$ cat src/rtl/div_ratio_pkg.sv
// rtl/div_ratio_pkg.sv - shared types and helpers for the divider-ratio detector
package div_ratio_pkg;

    typedef enum logic [1:0] {
        IDLE    = 2'd0,
        MEASURE = 2'd1,
        LOCKED  = 2'd2
    } state_e;

    localparam logic [1:0] DIV2  = 2'd0;
    localparam logic [1:0] DIV4  = 2'd1;
    localparam logic [1:0] DIV8  = 2'd2;
    localparam logic [1:0] DIV16 = 2'd3;

    typedef struct packed {
        logic       valid;
        logic [1:0] code;
    } ratio_code_t;

    function automatic ratio_code_t period_to_code(input logic [31:0] p);
        ratio_code_t r;
        r.valid = 1'b1;
        r.code  = DIV2;
        case (p)
            32'd2:   r.code = DIV2;
            32'd4:   r.code = DIV4;
            32'd8:   r.code = DIV8;
            32'd16:  r.code = DIV16;
            default: r.valid = 1'b0;
        endcase
        return r;
    endfunction

endpackage

$ cat src/rtl/sync_rise_det.sv
// rtl/sync_rise_det.sv - two-flop synchronizer with rising-edge pulse for an async clock tap
module sync_rise_det (
    input  logic clk,
    input  logic rst,
    input  logic sig_in,
    output logic rise
);

    logic meta_q;
    logic sync_q;
    logic dly_q;

    always_ff @(posedge clk or posedge rst) begin
        if (rst) begin
            meta_q <= 1'b0;
            sync_q <= 1'b0;
            dly_q  <= 1'b0;
        end else begin
            meta_q <= sig_in;
            sync_q <= meta_q;
            dly_q  <= sync_q;
        end
    end

    assign rise = sync_q & ~dly_q;

endmodule

$ cat src/rtl/div_ratio_detector.sv
// rtl/div_ratio_detector.sv - measures an async divided clock's period and locks onto /2,/4,/8,/16
module div_ratio_detector
    import div_ratio_pkg::*;
#(
    parameter int CNT_W    = 8,
    parameter int LOCK_CNT = 4,
    parameter int TIMEOUT  = 64
) (
    input  logic             clk,
    input  logic             rst,
    input  logic             sig_in,
    input  logic             clear,
    output logic             locked,
    output logic [4:0]       ratio,
    output logic [1:0]       code,
    output logic             err,
    output logic [CNT_W-1:0] period
);

    localparam logic [CNT_W-1:0] CNT_MAX   = '1;
    localparam logic [CNT_W-1:0] TIMEOUT_C = CNT_W'(TIMEOUT);
    localparam logic [3:0]       LOCK_C    = 4'(LOCK_CNT);

    state_e           state_q, state_d;
    logic [CNT_W-1:0] cnt_q, cnt_d;
    logic [CNT_W-1:0] period_q, period_d;
    logic [4:0]       cand_q, cand_d;
    logic [4:0]       ratio_q, ratio_d;
    logic [3:0]       match_q, match_d;
    logic [3:0]       match_inc;
    logic [1:0]       code_q, code_d;
    logic             err_q, err_d;
    logic             rise;
    logic             p_is_cand;
    logic             p_is_ratio;
    logic             timed_out;
    ratio_code_t      pc;

    sync_rise_det u_sync (
        .clk    (clk),
        .rst    (rst),
        .sig_in (sig_in),
        .rise   (rise)
    );

    // The counter is loaded with 1 on each rise, so at the next rise it holds the spacing.
    assign pc         = period_to_code(32'(cnt_q));
    assign p_is_cand  = (cnt_q == CNT_W'(cand_q));
    assign p_is_ratio = (cnt_q == CNT_W'(ratio_q));
    assign match_inc  = p_is_cand ? match_q + 4'd1 : 4'd1;
    assign timed_out  = (cnt_q >= TIMEOUT_C);

    always_ff @(posedge clk or posedge rst) begin
        if (rst) begin
            state_q <= IDLE;
        end else begin
            state_q <= state_d;
        end
    end

    always_comb begin
        state_d = state_q;
        if (clear) begin
            state_d = IDLE;
        end else begin
            case (state_q)
                IDLE: begin
                    if (rise) state_d = MEASURE;
                end
                MEASURE: begin
                    if (rise) begin
                        if (pc.valid && (match_inc >= LOCK_C)) state_d = LOCKED;
                    end else if (timed_out) begin
                        state_d = IDLE;
                    end
                end
                LOCKED: begin
                    if (rise) begin
                        if (!p_is_ratio) state_d = MEASURE;
                    end else if (timed_out) begin
                        state_d = IDLE;
                    end
                end
                default: state_d = IDLE;
            endcase
        end
    end

    always_comb begin
        cnt_d    = (cnt_q == CNT_MAX) ? cnt_q : cnt_q + CNT_W'(1);
        period_d = period_q;
        cand_d   = cand_q;
        match_d  = match_q;
        ratio_d  = ratio_q;
        code_d   = code_q;
        err_d    = err_q;
        if (rise) cnt_d = CNT_W'(1);
        if (state_d != LOCKED) begin
            ratio_d = '0;
            code_d  = '0;
        end
        if (clear) begin
            cnt_d    = '0;
            period_d = '0;
            cand_d   = '0;
            match_d  = '0;
            err_d    = 1'b0;
        end else if (rise) begin
            if (state_q == IDLE) begin
                cand_d  = '0;
                match_d = '0;
            end else begin
                period_d = cnt_q;
                if ((state_q == MEASURE) || !p_is_ratio) begin
                    if (pc.valid) begin
                        cand_d  = cnt_q[4:0];
                        match_d = (state_q == MEASURE) ? match_inc : 4'd1;
                        if (state_d == LOCKED) begin
                            ratio_d = cnt_q[4:0];
                            code_d  = pc.code;
                        end
                    end else begin
                        err_d   = 1'b1;
                        cand_d  = '0;
                        match_d = '0;
                    end
                end
            end
        end
    end

    always_ff @(posedge clk or posedge rst) begin
        if (rst) begin
            cnt_q    <= '0;
            period_q <= '0;
            cand_q   <= '0;
            match_q  <= '0;
            ratio_q  <= '0;
            code_q   <= '0;
            err_q    <= 1'b0;
        end else begin
            cnt_q    <= cnt_d;
            period_q <= period_d;
            cand_q   <= cand_d;
            match_q  <= match_d;
            ratio_q  <= ratio_d;
            code_q   <= code_d;
            err_q    <= err_d;
        end
    end

    always_comb begin
        locked = (state_q == LOCKED);
        ratio  = ratio_q;
        code   = code_q;
        err    = err_q;
        period = period_q;
    end

endmodule

$ cat config.mk
export PLATFORM = sky130hd
export DESIGN_NAME = div_ratio_detector
export DESIGN_NICKNAME = d
export VERILOG_FILES = /design/src/rtl/div_ratio_pkg.sv /design/src/rtl/sync_rise_det.sv /design/src/rtl/div_ratio_detector.sv
export SDC_FILE = /design/constraint.sdc
export NUM_CORES = 1
export LEC_CHECK = 0
export ABC_CLOCK_PERIOD_IN_PS = 2300
export CORE_MARGIN = 5
export CORE_UTILIZATION = 40
export CTS_CLUSTER_DIAMETER = 200
export CTS_CLUSTER_SIZE = 10
export DETAILED_ROUTE_END_ITERATION = 16
export SYNTH_ARGS = -nofsm -noshare
export SYNTH_HDL_FRONTEND = slang
export SYNTH_SLANG_ARGS = --single-unit
$ cat constraint.sdc
create_clock -name clk -period 2.3 [get_ports clk]
set_clock_uncertainty 0.2 [all_clocks]
set_input_delay 0.345 -clock clk [delete_from_list [all_inputs] [get_ports clk]]
set_output_delay 0.345 -clock clk [all_outputs]
set_load 0.02 [all_outputs]
# ---- Yosys cells after proc, flatten, opt, wreduce, memory -nomap -nowiden
# Cells that the tools add are included.
dict set report totals {
  output_inout_bits 17
  input_bits 4
  register_bits 38
  word_cells 89
}
dict set report op_classes {
  eq_ne 14
  n_mux 47
  addsub 2
  bitwise_logic 2
  n_reduce_logical 11
  order_cmp 2
}
# operator n
set op_table {}
lappend op_table {{two-way mux 5 bit} 12}
lappend op_table {{two-way mux 8 bit} 6}
lappend op_table {{two-way mux 2 bit} 14}
lappend op_table {{two-way mux 4 bit} 7}
lappend op_table {{== test 8 x 5 -> 1 bit} 2}
lappend op_table {{case mux 2 bit (3 select lines)} 2}
lappend op_table {{adder 8 x 1 -> 8 bit (second input constant)} 1}
lappend op_table {{== test 8 x 2 -> 1 bit (second input constant)} 1}
lappend op_table {{== test 8 x 3 -> 1 bit (second input constant)} 1}
lappend op_table {{== test 8 x 4 -> 1 bit (second input constant)} 1}
lappend op_table {{== test 8 x 5 -> 1 bit (second input constant)} 1}
lappend op_table {{== test 8 bit (second input constant)} 1}
lappend op_table {{>= comparator 8 x 7 -> 1 bit (second input constant)} 1}
lappend op_table {{two-way mux 1 bit} 6}
lappend op_table {{inequality test 2 bit (second input constant)} 3}
lappend op_table {{adder 4 x 1 -> 4 bit (second input constant)} 1}
lappend op_table {{== test 2 bit (second input constant)} 2}
lappend op_table {{>= comparator 4 x 3 -> 1 bit (second input constant)} 1}
lappend op_table {{AND reduction 2 bit} 2}
lappend op_table {{AND reduction 4 bit} 1}
lappend op_table {{nonzero test 2 bit} 2}
lappend op_table {{OR reduction 4 bit} 1}
lappend op_table {{inequality test 3 bit (second input constant)} 1}
lappend op_table {{nonzero test 3 bit} 1}
lappend op_table {{7 further kinds} 7}

# ---- Logic depth before layout (Yosys ltp)
# Gate-level depths: netlist of the first run.
dict set report logic_depth {
  ltp_word 16
  depth_mapped 8
  mapped_depth_nobuf 7
}

# ---- Hierarchy
# A second synthesis of the first run with hierarchy kept.
dict set report unflattened {
  cells_unflattened 201
  hier_area_um2 1990.7
}
# module area_per_inst_um2 seq_area_each_um2 cells_each instances
set by_module_without_submodules {}
lappend by_module_without_submodules {div_ratio_detector 1898.1 875.8 196 1}
lappend by_module_without_submodules {sync_rise_det 92.6 75.1 5 1}

# ---- Worst setup path before layout of the first run
# Ideal clock, no wire load.
dict set report synth_timing {
  path_kind {reg-to-reg}
  from {reg cnt_q[0]}
  to {reg ratio_q[0], in the netlist ratio[0]}
  required_ns 2.011
  setup_ns 0.089
  stages_incl_launch_ff 9
  t_arrival_ns 1.966
  n_path_buf 1
  synth_period_minus_slack_ns 2.255
  path_slack_ns 0.045
  path_cell_list {dfrtp_1 -> buf_2 -> inv_1 -> ha_1 -> mux2i_1 -> or3_1 -> a211oi_1 -> nand3_1 -> a22oi_1}
}
dict set report synth_between {
  elab_chain_len 16
  elab_cells_between_ends 30
  cone_classes {order compare (2); eq/ne (8); mux (16); reduce/logical (4)}
}
# element line
set synth_lines {}
lappend synth_lines {{start: declaration} div_ratio_detector.sv:25} ;# logic [CNT_W-1:0] cnt_q, cnt_d;
lappend synth_lines {{start signal: assignment} div_ratio_detector.sv:142} ;# cnt_q <= cnt_d;
lappend synth_lines {{== test 8 x 5 -> 1 bit (tied with other cells)} div_ratio_detector.sv:48} ;# assign p_is_cand = (cnt_q == CNT_W'(cand_q));
lappend synth_lines {{two-way mux 4 bit / OR reduction 4 bit (equally long branches)} n/a}
lappend synth_lines {{>= comparator 4 x 3 -> 1 bit / two-way mux 1 bit (equally long branches)} {div_ratio_detector.sv:72, div_ratio_pkg.sv:24}}
lappend synth_lines {{logical AND 1 bit} div_ratio_detector.sv:72} ;# if (pc.valid && (match_inc >= LOCK_C)) state_d = LOCKED;
lappend synth_lines {{two-way mux 2 bit} div_ratio_detector.sv:72}
lappend synth_lines {{two-way mux 2 bit} div_ratio_detector.sv:71} ;# if (rise) begin
lappend synth_lines {{case mux 2 bit (3 select lines)} div_ratio_detector.sv:66} ;# case (state_q)
lappend synth_lines {{two-way mux 2 bit} div_ratio_detector.sv:63} ;# if (clear) begin
lappend synth_lines {{inequality test 2 bit} div_ratio_detector.sv:98} ;# if (state_d != LOCKED) begin
lappend synth_lines {{two-way mux 5 bit} div_ratio_detector.sv:98}
lappend synth_lines {{two-way mux 5 bit} div_ratio_detector.sv:118} ;# if (state_d == LOCKED) begin
lappend synth_lines {{two-way mux 5 bit} div_ratio_detector.sv:115} ;# if (pc.valid) begin
lappend synth_lines {{two-way mux 5 bit} div_ratio_detector.sv:114} ;# if ((state_q == MEASURE) || !p_is_ratio) begin
lappend synth_lines {{two-way mux 5 bit} div_ratio_detector.sv:109} ;# if (state_q == IDLE) begin
lappend synth_lines {{two-way mux 5 bit} div_ratio_detector.sv:108} ;# end else if (rise) begin
lappend synth_lines {{two-way mux 5 bit *} div_ratio_detector.sv:102} ;# if (clear) begin
lappend synth_lines {{named net ratio_d[0]} div_ratio_detector.sv:28} ;# logic [4:0] ratio_q, ratio_d;
lappend synth_lines {{end signal: assignment} div_ratio_detector.sv:146} ;# ratio_q <= ratio_d;
lappend synth_lines {{end: declaration} div_ratio_detector.sv:28}
# Mark *: on every way through the listed nets, which the timed path passes. The rest lies on a longest branch.
# A chain may end at the register's enable or synchronous reset.

# ---- Worst setup path after layout of the first run
dict set report layout_timing {
  from {reg cnt_q[1]}
  to {reg code_q[1], in the netlist code[1]}
}
dict set report layout_between {
  elab_chain_len 16
  elab_cells_between_ends 31
  cone_classes {order compare (2); eq/ne (8); mux (17); reduce/logical (4)}
}
# element line
set layout_lines {}
lappend layout_lines {{== test 8 x 5 -> 1 bit (tied with other cells)} div_ratio_detector.sv:48}
lappend layout_lines {{two-way mux 4 bit / OR reduction 4 bit (equally long branches)} n/a}
lappend layout_lines {{>= comparator 4 x 3 -> 1 bit / two-way mux 1 bit (equally long branches)} {div_ratio_detector.sv:72, div_ratio_pkg.sv:24}}
lappend layout_lines {{logical AND 1 bit} div_ratio_detector.sv:72}
lappend layout_lines {{two-way mux 2 bit} div_ratio_detector.sv:72}
lappend layout_lines {{two-way mux 2 bit} div_ratio_detector.sv:71}
lappend layout_lines {{case mux 2 bit (3 select lines)} div_ratio_detector.sv:66}
lappend layout_lines {{two-way mux 2 bit} div_ratio_detector.sv:63}
lappend layout_lines {{inequality test 2 bit} div_ratio_detector.sv:98}
lappend layout_lines {{two-way mux 2 bit} div_ratio_detector.sv:98}
lappend layout_lines {{two-way mux 2 bit} div_ratio_detector.sv:118}
lappend layout_lines {{two-way mux 2 bit} div_ratio_detector.sv:115}
lappend layout_lines {{two-way mux 2 bit} div_ratio_detector.sv:114}
lappend layout_lines {{two-way mux 2 bit} div_ratio_detector.sv:109}
lappend layout_lines {{two-way mux 2 bit} div_ratio_detector.sv:108}
lappend layout_lines {{two-way mux 2 bit *} div_ratio_detector.sv:102}
lappend layout_lines {{named net code_d[1]} div_ratio_detector.sv:31} ;# logic [1:0] code_q, code_d;
lappend layout_lines {{end signal: assignment} div_ratio_detector.sv:147} ;# code_q <= code_d;
lappend layout_lines {{end: declaration} div_ratio_detector.sv:31}
# Marks and branches as above.

==> flow_metrics.env, run 1 <==
export IMPL_status="complete, no violations"
export IMPL_worstPathRequired_ns=2.31
export IMPL_startpoint_type="flip-flop"
export IMPL_cts_root_buf="clkbuf_8"
export IMPL_cts_hold_buf=0
export IMPL_cpPeakStageDelay_ns=0.49
export IMPL_yosysMostFrequentCell="dfrtp_1"
export IMPL_drc=0
export IMPL_reg2reg_to="code[1]$_DFF_PP0_"
export IMPL_place_ws_ns=0.0581
export IMPL_fin_crit_ns=2.22
export IMPL_wire_per_inst_um=15.8
export IMPL_synthTopCellsByCount="dfrtp_1, nand2_1, nor2_1"
export IMPL_dieArea_um2=6860
export IMPL_cts_tree="yes"
export IMPL_setup_ws_ns=0.0822
export IMPL_insertion_delay_ns=0.29
export IMPL_numPortBuffers=20
export IMPL_ys_flop_type="dfrtp_1"
export IMPL_grt_usage_pct=16.3
export IMPL_overflow=0
export IMPL_cp_end_kind="flip-flop"
export IMPL_power_density_nw_per_um2=485
export IMPL_synth_area_top_cells="dfrtp_1, nand2_1, a21oi_1"
export IMPL_syn_nets=233
export IMPL_fmax_mhz=451
export IMPL_grt_pass1_wl_mm=9.14
export IMPL_hpwlAfterDp_mm=3.71
export IMPL_finalPower_uw=1270
export IMPL_cts_buffers=5
export IMPL_clockBufferDepth=2
export IMPL_synth_distinct_cells=43
export IMPL_drtIter0Drc=107
export IMPL_crit_buf_inv=1
export IMPL_ioPinCount=21
export IMPL_dr_pass1_iters=4
export IMPL_num_antenna_cells=0
export IMPL_first_global_vias=1883
export IMPL_synth_area_per_cell_um2=9.43
export IMPL_path_clk_slew_ns=0.07
export IMPL_cts_htree_levels=2
export IMPL_synth_area_um2=2120
export IMPL_min_path_type="flip-flop to flip-flop"
export IMPL_cp_slowest_cell="or4b_1"
export IMPL_clock_sinks=38
export IMPL_r2r_setup_slack_ns=0.08
export IMPL_antenna_found_initial=0
export IMPL_drv_slew=0
export IMPL_maxCapViolations=0
export IMPL_ys_async_sr_fraction_pct=100
export IMPL_yosysTopAreaCell="dfrtp_1"
export IMPL_path_cells="buf_12, xor2_1, nor3_2, a311o_4, or4b_1, a22oi_1"
export IMPL_tns_ns=0
export IMPL_vias=1804
export IMPL_rsz0062_at_grt="yes"
export IMPL_tightest_slew_ns=0.580
export IMPL_core_area_um2=5140
export IMPL_leakagePower_uw=0.00110
export IMPL_final_nets=269
export IMPL_syn_inst=225
export IMPL_crit_type="flip-flop to flip-flop"
export IMPL_die_w_um=82.8
export IMPL_post_route_cells_drive_above_1_share_pct=15.7
export IMPL_final_hold_violation_count=0
export IMPL_critPathTopFamily="compound AO/OA/AOI/OAI gates"
export IMPL_die_y_um=82.8
export IMPL_postRouteAntennaNets=0
export IMPL_rows=26
export IMPL_seq_area_frac_synth_pct=44.8
export IMPL_crit_fanout=9
export IMPL_finalCritPeriodShare_pct=96.4
export IMPL_synth_seq_cells=38
export IMPL_area_delta_synth_final_pct=23.8
export IMPL_hold_path_startpoint="u_sync.meta_q$_DFF_PP0_"
export IMPL_ir_drop_uv=295
export IMPL_hold_end="u_sync.sync_q$_DFF_PP0_"
export IMPL_slew_headroom_pct=61.1
export IMPL_cp_arrival_ns=2.22
export IMPL_hold_depth=0
export IMPL_synth_top_cell_area_share_pct=44.8
export IMPL_synth_edff_count=0
export IMPL_routed_via_density=5.45
export IMPL_gp_congestion=0.769
export IMPL_fin_util_pct=51.1
export IMPL_final_setup_viol_count=0
export IMPL_yosysWarnings=0
export IMPL_start_util_pct=41.3
export IMPL_drt_total_wl_mm=5.22
export IMPL_r2r_start="cnt_q[1]$_DFFE_PP0P_"
export IMPL_reg2reg_depth=6
export IMPL_grt_max_degree=39
layer usage:
metal,global-route usage (%),part of all wire [%],vias to the layer above,routed length (um)
met5,0,0,-,0
met4,7.13,2.3,0,121
met3,4.26,4.3,13,224
met2,25.2,46,55,2390
met1,21.6,48,861,2490
li1,-,-,875,-
worst register-to-register path: cells and delay by family (launching register included):
| kind | cells | cell delay [ns] |
|---|---|---|
| XOR/XNOR | 1 | 0.19 |
| flip-flops | 1 | 0.41 |
| buffers and inverters | 1 | 0.15 |
| AO/OA/AOI/OAI | 2 | 0.61 |
| AND/OR/NAND/NOR | 2 | 0.58 |
registers in the layout, summed over array words and instances, names as in the netlist, 2 cells and up:
signal and count:
ratio 5, match_q 4, cand_q 5, state_q 2, period 8, cnt_q 8
code 2
layout make-up:
type                            instances  area [um2]
Fill cell                             510        2510
Multi-Input combinational cell        165        1090
Sequential cell                        38         951
Timing Repair Buffer                   44         395
Tap cell                               70        87.6
Clock buffer                            7        76.3
Inverter                                7        26.3
through the flow:
| step | std cells | hold slack, ns | area, um2 |
|---|---|---|---|
| global route | 331 | 0.172 | 2630 |
| detailed placement | 323 | 0.138 | 2490 |
| CTS | 330 | 0.154 | 2560 |
| finish | 331 | 0.151 | 2630 |
| floorplan | 225 | 0.131 | 2120 |
| global placement | 323 | 0.132 | 2490 |
how the worst max path moves through the flow:
| stage | startpoint | endpoint | depth (start not counted) |
|---|---|---|---|
| global placement | cnt_q[1]$_DFFE_PP0P_ | match_q[3]$_DFFE_PP0P_ | 8 |
| detailed placement | cnt_q[1]$_DFFE_PP0P_ | code[1]$_DFF_PP0_ | 7 |
| CTS | cnt_q[0]$_DFFE_PP0P_ | match_q[3]$_DFFE_PP0P_ | 8 |
| global route | cnt_q[1]$_DFFE_PP0P_ | ratio[2]$_DFF_PP0_ | 7 |
| floorplan | cnt_q[0]$_DFFE_PP0P_ | ratio[0]$_DFF_PP0_ | 8 |
| finish | cnt_q[1]$_DFFE_PP0P_ | code[1]$_DFF_PP0_ | 6 |
cell families after synthesis:
family                   count (synthesis)  share of synthesized area (%)
AND/OR/NAND/NOR                         89                           21.5
flip-flops                              38                           44.8
adder cells (fa/ha/maj)                  4                           2.36
XOR/XNOR                                15                           6.19
buffers and inverters                   22                           6.25
multiplexers                             2                          0.943
AO/OA/AOI/OAI                           55                           17.9
report_power, final:
| group | switching (uW) | leakage [uW] | internal [uW] |
|---|---|---|---|
| Sequential | 10.4 | 0.000520 | 679 |
| Combinational | 88.2 | 0.000537 | 63.9 |
| Clock | 224 | 0.0000383 | 209 |
| Total | 323 | 0.00110 | 951 |
repair_timing:
item,in CTS,in global routing
endpoints found under the setup margin,0,16
setup buffers,0,1
gates resized for setup,0,11
layout by cell type (no fill, tap or decap), types with 3 or more instances in the layout:
master and count:
clkbuf_8 5, dfrtp_1 38, or3_1 3, nand2_1 25, nand4_1 7, xnor2_1 8, inv_1 7, ha_1 3
xor2_1 7, a22oi_1 7, a22o_1 6, nand2b_1 5, nand3_1 15, o21ai_0 12, nor2_1 17, buf_4 23
a21oi_1 16, clkdlybuf4s50_1 19, nor3_1 4
No activity file was read; power rests on OpenSTA's default activity.
==> run 2, diff against run 1 <==
GPL_TIMING_DRIVEN = 0   (was not set)
==> flow_metrics.env, run 2 (synthesis results as in run 1) <==
export IMPL_status="complete, no violations"
export IMPL_power_frac_seq_pct=51.4
export IMPL_power_density_nw_per_um2=496
export IMPL_leakagePower_uw=0.00107
export IMPL_fin_crit_ns=2.25
export IMPL_cts_root_buf="clkbuf_8"
export IMPL_clock_sinks=38
export IMPL_path_cells="buf_6, inv_4, ha_2, mux2i_1, or3_4, a2111oi_4, a211oi_1, a21oi_1"
export IMPL_dpl_instance_area_um2=2410
export IMPL_met2_usage_pct=24.1
export IMPL_startpoint_type="flip-flop"
export IMPL_die_y_um=82.8
export IMPL_post_route_cells_drive_above_1_share_pct=18.8
export IMPL_path_clk_slew_ns=0.08
export IMPL_slew_headroom_pct=46.8
export IMPL_cts_buffers=5
export IMPL_drtIter0Drc=131
export IMPL_clockBufferDepth=2
export IMPL_crit_type="flip-flop to flip-flop"
export IMPL_dr_pass1_iters=4
export IMPL_routed_via_density=5.50
export IMPL_drt_total_wl_mm=5.18
export IMPL_vias=1819
export IMPL_grt_usage_pct=15.5
export IMPL_swShare_pct=26.3
export IMPL_postRouteAntennaNets=0
export IMPL_crit_fanout=6
export IMPL_area_delta_synth_final_pct=27.0
export IMPL_grt_busiest_layer="met2"
export IMPL_gp_congestion=0.774
export IMPL_met1_usage_pct=21.5
export IMPL_final_nets=268
export IMPL_die_w_um=82.8
export IMPL_ioPinCount=21
export IMPL_final_cells=331
export IMPL_grt_pass1_wl_mm=8.84
export IMPL_placed_cells=315
export IMPL_internal_power_uw=985
export IMPL_numPortBuffers=20
export IMPL_multi_input_area_um2=1140
export IMPL_grt_max_degree=39
export IMPL_core_area_um2=5140
export IMPL_insertion_delay_ns=0.29
export IMPL_clkPwrFrac_pct=36.5
export IMPL_hpwlAfterDp_mm=3.42
export IMPL_final_cell_mix="dfrtp_1, nand2_1, clkdlybuf4s50_1, nor2_1, a21oi_1"
export IMPL_final_common_cell="dfrtp_1"
export IMPL_cp_end_kind="flip-flop"
export IMPL_rsz0062_at_grt="yes"
export IMPL_drv_slew=0
export IMPL_cp_slowest_cell="a2111oi_4"
export IMPL_finalCritPeriodShare_pct=98.0
export IMPL_cts_hold_buf=0
export IMPL_drc=0
export IMPL_cts_htree_levels=2
export IMPL_final_seq_area_um2=955
export IMPL_rows=26
export IMPL_maxCapViolations=0
export IMPL_combPwrFrac_pct=12.1
export IMPL_first_global_vias=1789
export IMPL_use_met3_pct=3.47
export IMPL_min_path_type="flip-flop to flip-flop"
export IMPL_fin_util_pct=52.4
export IMPL_fmax_mhz=444
export IMPL_final_hold_violation_count=0
export IMPL_num_antenna_cells=0
export IMPL_stdcell_area_um2=2700
export IMPL_cp_arrival_ns=2.28
export IMPL_cpPeakStageDelay_ns=0.45
export IMPL_ir_drop_uv=262
export IMPL_start_util_pct=41.3
export IMPL_worstPathRequired_ns=2.32
export IMPL_cts_tree="yes"
export IMPL_power_switching_uw=352
export IMPL_n_fill_cell=493
export IMPL_overflow=0
export IMPL_wire_per_inst_um=15.6
export IMPL_dieArea_um2=6860
export IMPL_tightest_slew_ns=0.797
export IMPL_antenna_found_initial=0
export IMPL_final_setup_viol_count=0
[run 2: cell type report]
cell class              instances  share of cell area (%)
plain buffers                  14                    4.27
clock buffers                   6                    3.06
clock inverters                 2                   0.464
inverters                       7                    1.16
multi-input cells             165                    42.4
flip-flops and latches         38                    35.4
well taps                      70                    3.25
repair buffers                 29                    9.94
[run 2: worst max-delay path, delay by kind of cell, from the launching register on]
family	cells	cell delay, ns
buf+inv	2	0.21
mux	1	0.06
simple gates	1	0.43
fa+ha+maj	1	0.17
compound gates	3	0.71
flops	1	0.41
[run 2: path summary, 6_finish.rpt]
| kind | end | start | slack [ns] | cells after the start |
|---|---|---|---|---|
| min in group asynchronous | state_q[0]$_DFF_PP0_ | rst | 0.32 | 2 |
| hold reg to reg | u_sync.sync_q$_DFF_PP0_ | u_sync.meta_q$_DFF_PP0_ | 0.15 | 0 |
| setup / recovery | match_q[3]$_DFFE_PP0P_ | cnt_q[0]$_DFFE_PP0P_ | 0.05 | 8 |
| max in group asynchronous | cnt_q[7]$_DFFE_PP0P_ | rst | 1.03 | 2 |
| hold / removal | u_sync.sync_q$_DFF_PP0_ | u_sync.meta_q$_DFF_PP0_ | 0.15 | 0 |
| setup reg to reg | match_q[3]$_DFFE_PP0P_ | cnt_q[0]$_DFFE_PP0P_ | 0.05 | 8 |
[run 2: per-layer routing]
layer	vias to the layer above	wire length, um
met2	36	2460
met3	4	191
met1	902	2480
met4	0	45
met5	-	0
li1	877	-
[run 2: power by group through the flow]
stage / registers (uW) / clock network [uW] / logic, uW
floorplan: 699 / 0 / 90.2
global placement: 700 / 0 / 128
detailed placement: 700 / 0 / 129
CTS: 687 / 503 / 145
global route: 689 / 530 / 178
finish: 688 / 488 / 162
[run 2: metrics by stage]
stage | power (uW) | hold slack (ns) | setup TNS [ns] | setup slack [ns]
2_1_floorplan | 790 | 0.131 | 0 | 0.0450
3_3_place_gp | 828 | 0.134 | -3.12 | -0.296
3_5_place_dp | 829 | 0.136 | -3.33 | -0.299
4_1_cts | 1330 | 0.155 | 0 | 0.00196
5_1_grt | 1400 | 0.160 | -0.154 | -0.0498
6_report | 1340 | 0.151 | 0 | 0.0456
[run 2: what timing repair did]
item / in CTS / in global routing
buffers inserted: 1 / 8
endpoints found under the setup margin: 18 / 17
pin swaps: 2 / 5
resized for setup: 15 / 14
endpoints found under the hold margin: 0 / 0
==> run 3, diff against run 2 <==
SYNTH_HIERARCHICAL = 1   (was not set)
==> flow_metrics.env, run 3 <==
export IMPL_dpl_instance_area_um2=2310
export IMPL_crit_buf_inv=2
export IMPL_cts_hold_buf=0
export IMPL_first_global_vias=1477
export IMPL_drc=0
export IMPL_routed_via_density=5.13
export IMPL_grt_max_degree=36
export IMPL_start_util_pct=41.6
export IMPL_final_seq_area_um2=953
export IMPL_postRouteAntennaNets=0
export IMPL_cp_slowest_cell="or4_4"
export IMPL_dieArea_um2=6490
export IMPL_crit_fanout=4
export IMPL_maxCapViolations=0
export IMPL_insertion_delay_ns=0.29
export IMPL_final_common_cell="dfrtp_1"
export IMPL_clockBufferDepth=2
export IMPL_finalCritPeriodShare_pct=101
export IMPL_ir_drop_uv=432
export IMPL_cpPeakStageDelay_ns=0.47
export IMPL_seq_area_frac_synth_pct=47.8
export IMPL_rsz0062_at_grt="yes"
export IMPL_final_cell_mix="dfrtp_1, nand2_1, clkdlybuf4s50_1, buf_4, nor2_1"
export IMPL_final_hold_violation_count=0
export IMPL_wire_per_inst_um=14.7
export IMPL_synth_area_um2=1990
export IMPL_grt_usage_pct=15.6
export IMPL_drt_total_wl_mm=4.57
export IMPL_fin_crit_ns=2.32
export IMPL_numPortBuffers=19
export IMPL_overflow=0
export IMPL_antenna_found_initial=0
export IMPL_power_density_nw_per_um2=496
export IMPL_min_path_type="input pin to async pin"
export IMPL_drv_slew=0
export IMPL_synth_area_per_cell_um2=9.90
export IMPL_yosysWarnings=6
export IMPL_die_w_um=80.5
export IMPL_critPathTopFamily="compound AO/OA/AOI/OAI gates"
export IMPL_placed_cells=287
export IMPL_cts_buffers=5
export IMPL_fmax_mhz=431
export IMPL_synth_top_cell_area_share_pct=47.8
export IMPL_leakagePower_uw=0.00113
export IMPL_cts_root_buf="clkbuf_8"
export IMPL_final_setup_viol_count=1
export IMPL_post_route_cells_drive_above_1_share_pct=22.1
export IMPL_n_fill_cell=431
export IMPL_ys_flop_type="dfrtp_1"
export IMPL_ys_async_sr_fraction_pct=100
export IMPL_violations="setup timing"
export IMPL_ioPinCount=21
export IMPL_dr_pass1_iters=4
export IMPL_hpwlAfterDp_mm=3.08
export IMPL_stdcell_area_um2=2630
export IMPL_syn_inst=201
export IMPL_cp_arrival_ns=2.34
export IMPL_multi_input_area_um2=1080
export IMPL_cts_htree_levels=2
export IMPL_setup_ws_ns=-0.0184
export IMPL_area_delta_synth_final_pct=31.9
export IMPL_clock_sinks=38
export IMPL_grt_pass1_wl_mm=7.69
export IMPL_yosysTopAreaCell="dfrtp_1"
export IMPL_path_clk_slew_ns=0.07
export IMPL_synthTopCellsByCount="dfrtp_1, nand2_1, nor2_1"
export IMPL_status="complete, but fails checks"
export IMPL_core_area_um2=4790
export IMPL_tightest_slew_ns=0.737
export IMPL_synth_distinct_cells=43
export IMPL_cts_tree="yes"
export IMPL_syn_nets=209
export IMPL_gp_congestion=0.763
export IMPL_num_antenna_cells=0
export IMPL_drtIter0Drc=88
export IMPL_die_y_um=80.5
export IMPL_rows=25
export IMPL_yosysMostFrequentCell="dfrtp_1"
export IMPL_crit_type="flip-flop to flip-flop"
export IMPL_final_cells=311
export IMPL_startpoint_type="flip-flop"
export IMPL_cp_end_kind="flip-flop"
export IMPL_synth_edff_count=0
export IMPL_slew_headroom_pct=50.8
export IMPL_final_nets=251
export IMPL_path_cells="inv_4, ha_4, mux2i_4, o311ai_4, o2111ai_2, buf_6, or4_4, a21oi_2"
export IMPL_synth_area_top_cells="dfrtp_1, xnor2_1, nand2_1"
export IMPL_vias=1595
export IMPL_synth_seq_cells=38
export IMPL_worstPathRequired_ns=2.32
[run 3: cell type report]
class | instances | share of cell area [%]
Tap cell | 67 | 3.19
Multi-Input combinational cell | 145 | 41.0
Sequential cell | 38 | 36.3
Clock buffer | 7 | 3.29
Clock inverter | 1 | 0.191
Inverter | 8 | 1.33
Timing Repair Buffer | 36 | 12.7
Buffer | 9 | 2.00
[run 3: logic make-up (layout without fill, tap and decap cells)]
group / Yosys count / after routing / share of synthesized area, %
compound gates: 43 / 43 / 16.2
xor+xnor: 16 / 16 / 7.04
fa+ha+maj: 4 / 4 / 2.51
buf+inv: 18 / 61 / 3.77
flops: 38 / 38 / 47.8
mux: 6 / 6 / 3.02
simple gates: 76 / 76 / 19.7
[run 3: layer usage]
layer | wire length, um | GRT usage [%] | vias up | part of all wire (%)
li1 | - | - | 796 | -
met1 | 2200 | 22.9 | 772 | 48
met2 | 2190 | 22.7 | 22 | 48
met3 | 134 | 3.81 | 5 | 2.9
met4 | 42 | 4.05 | 0 | 0.92
met5 | 0 | 0 | - | 0
[run 3: stage by stage]
stage	hold slack [ns]	TNS (ns)	setup slack, ns	total power [uW]	utilization [%]
global route	0.0879	-0.154	-0.0818	1370	54.8
floorplan	-0.101	-0.0193	-0.0193	776	-
detailed placement	0.136	-4.49	-0.532	805	48.3
finish	0.0619	-0.0184	-0.0184	1300	54.8
CTS	0.0597	0	0.00789	1300	52.5
global placement	0.137	-5.08	-0.593	806	48.3
[run 3: what timing repair did]
| item | CTS | global route |
|---|---|---|
| resized for setup | 7 | 13 |
| setup buffers | 10 | 7 |
| hold endpoints to repair | 0 | 0 |
| pin swaps | 3 | 6 |
| endpoints found under the setup margin | 11 | 14 |
[run 3: path summary, 6_finish.rpt]
| path | startpoint | endpoint | slack (ns) | depth (start not counted) |
|---|---|---|---|---|
| hold / removal | rst | u_sync/meta_q$_DFF_PP0_ | 0.06 | 2 |
| max in group asynchronous | rst | cnt_q[0]$_DFFE_PP0P_ | 1.06 | 2 |
| min in group clk | u_sync/meta_q$_DFF_PP0_ | u_sync/sync_q$_DFF_PP0_ | 0.15 | 0 |
| setup / recovery | cnt_q[1]$_DFFE_PP0P_ | code[0]$_DFF_PP0_ | -0.02 | 8 |
| hold reg to reg | u_sync/meta_q$_DFF_PP0_ | u_sync/sync_q$_DFF_PP0_ | 0.15 | 0 |
| setup reg to reg | cnt_q[1]$_DFFE_PP0P_ | code[0]$_DFF_PP0_ | -0.02 | 8 |
[run 3: power breakdown]
group	internal (uW)	leakage (uW)	total [uW]	switching (uW)
logic	67.6	0.000567	147	79.5
registers	677	0.000518	687	9.99
clock network	242	0.0000482	467	225
total	987	0.00113	1300	315
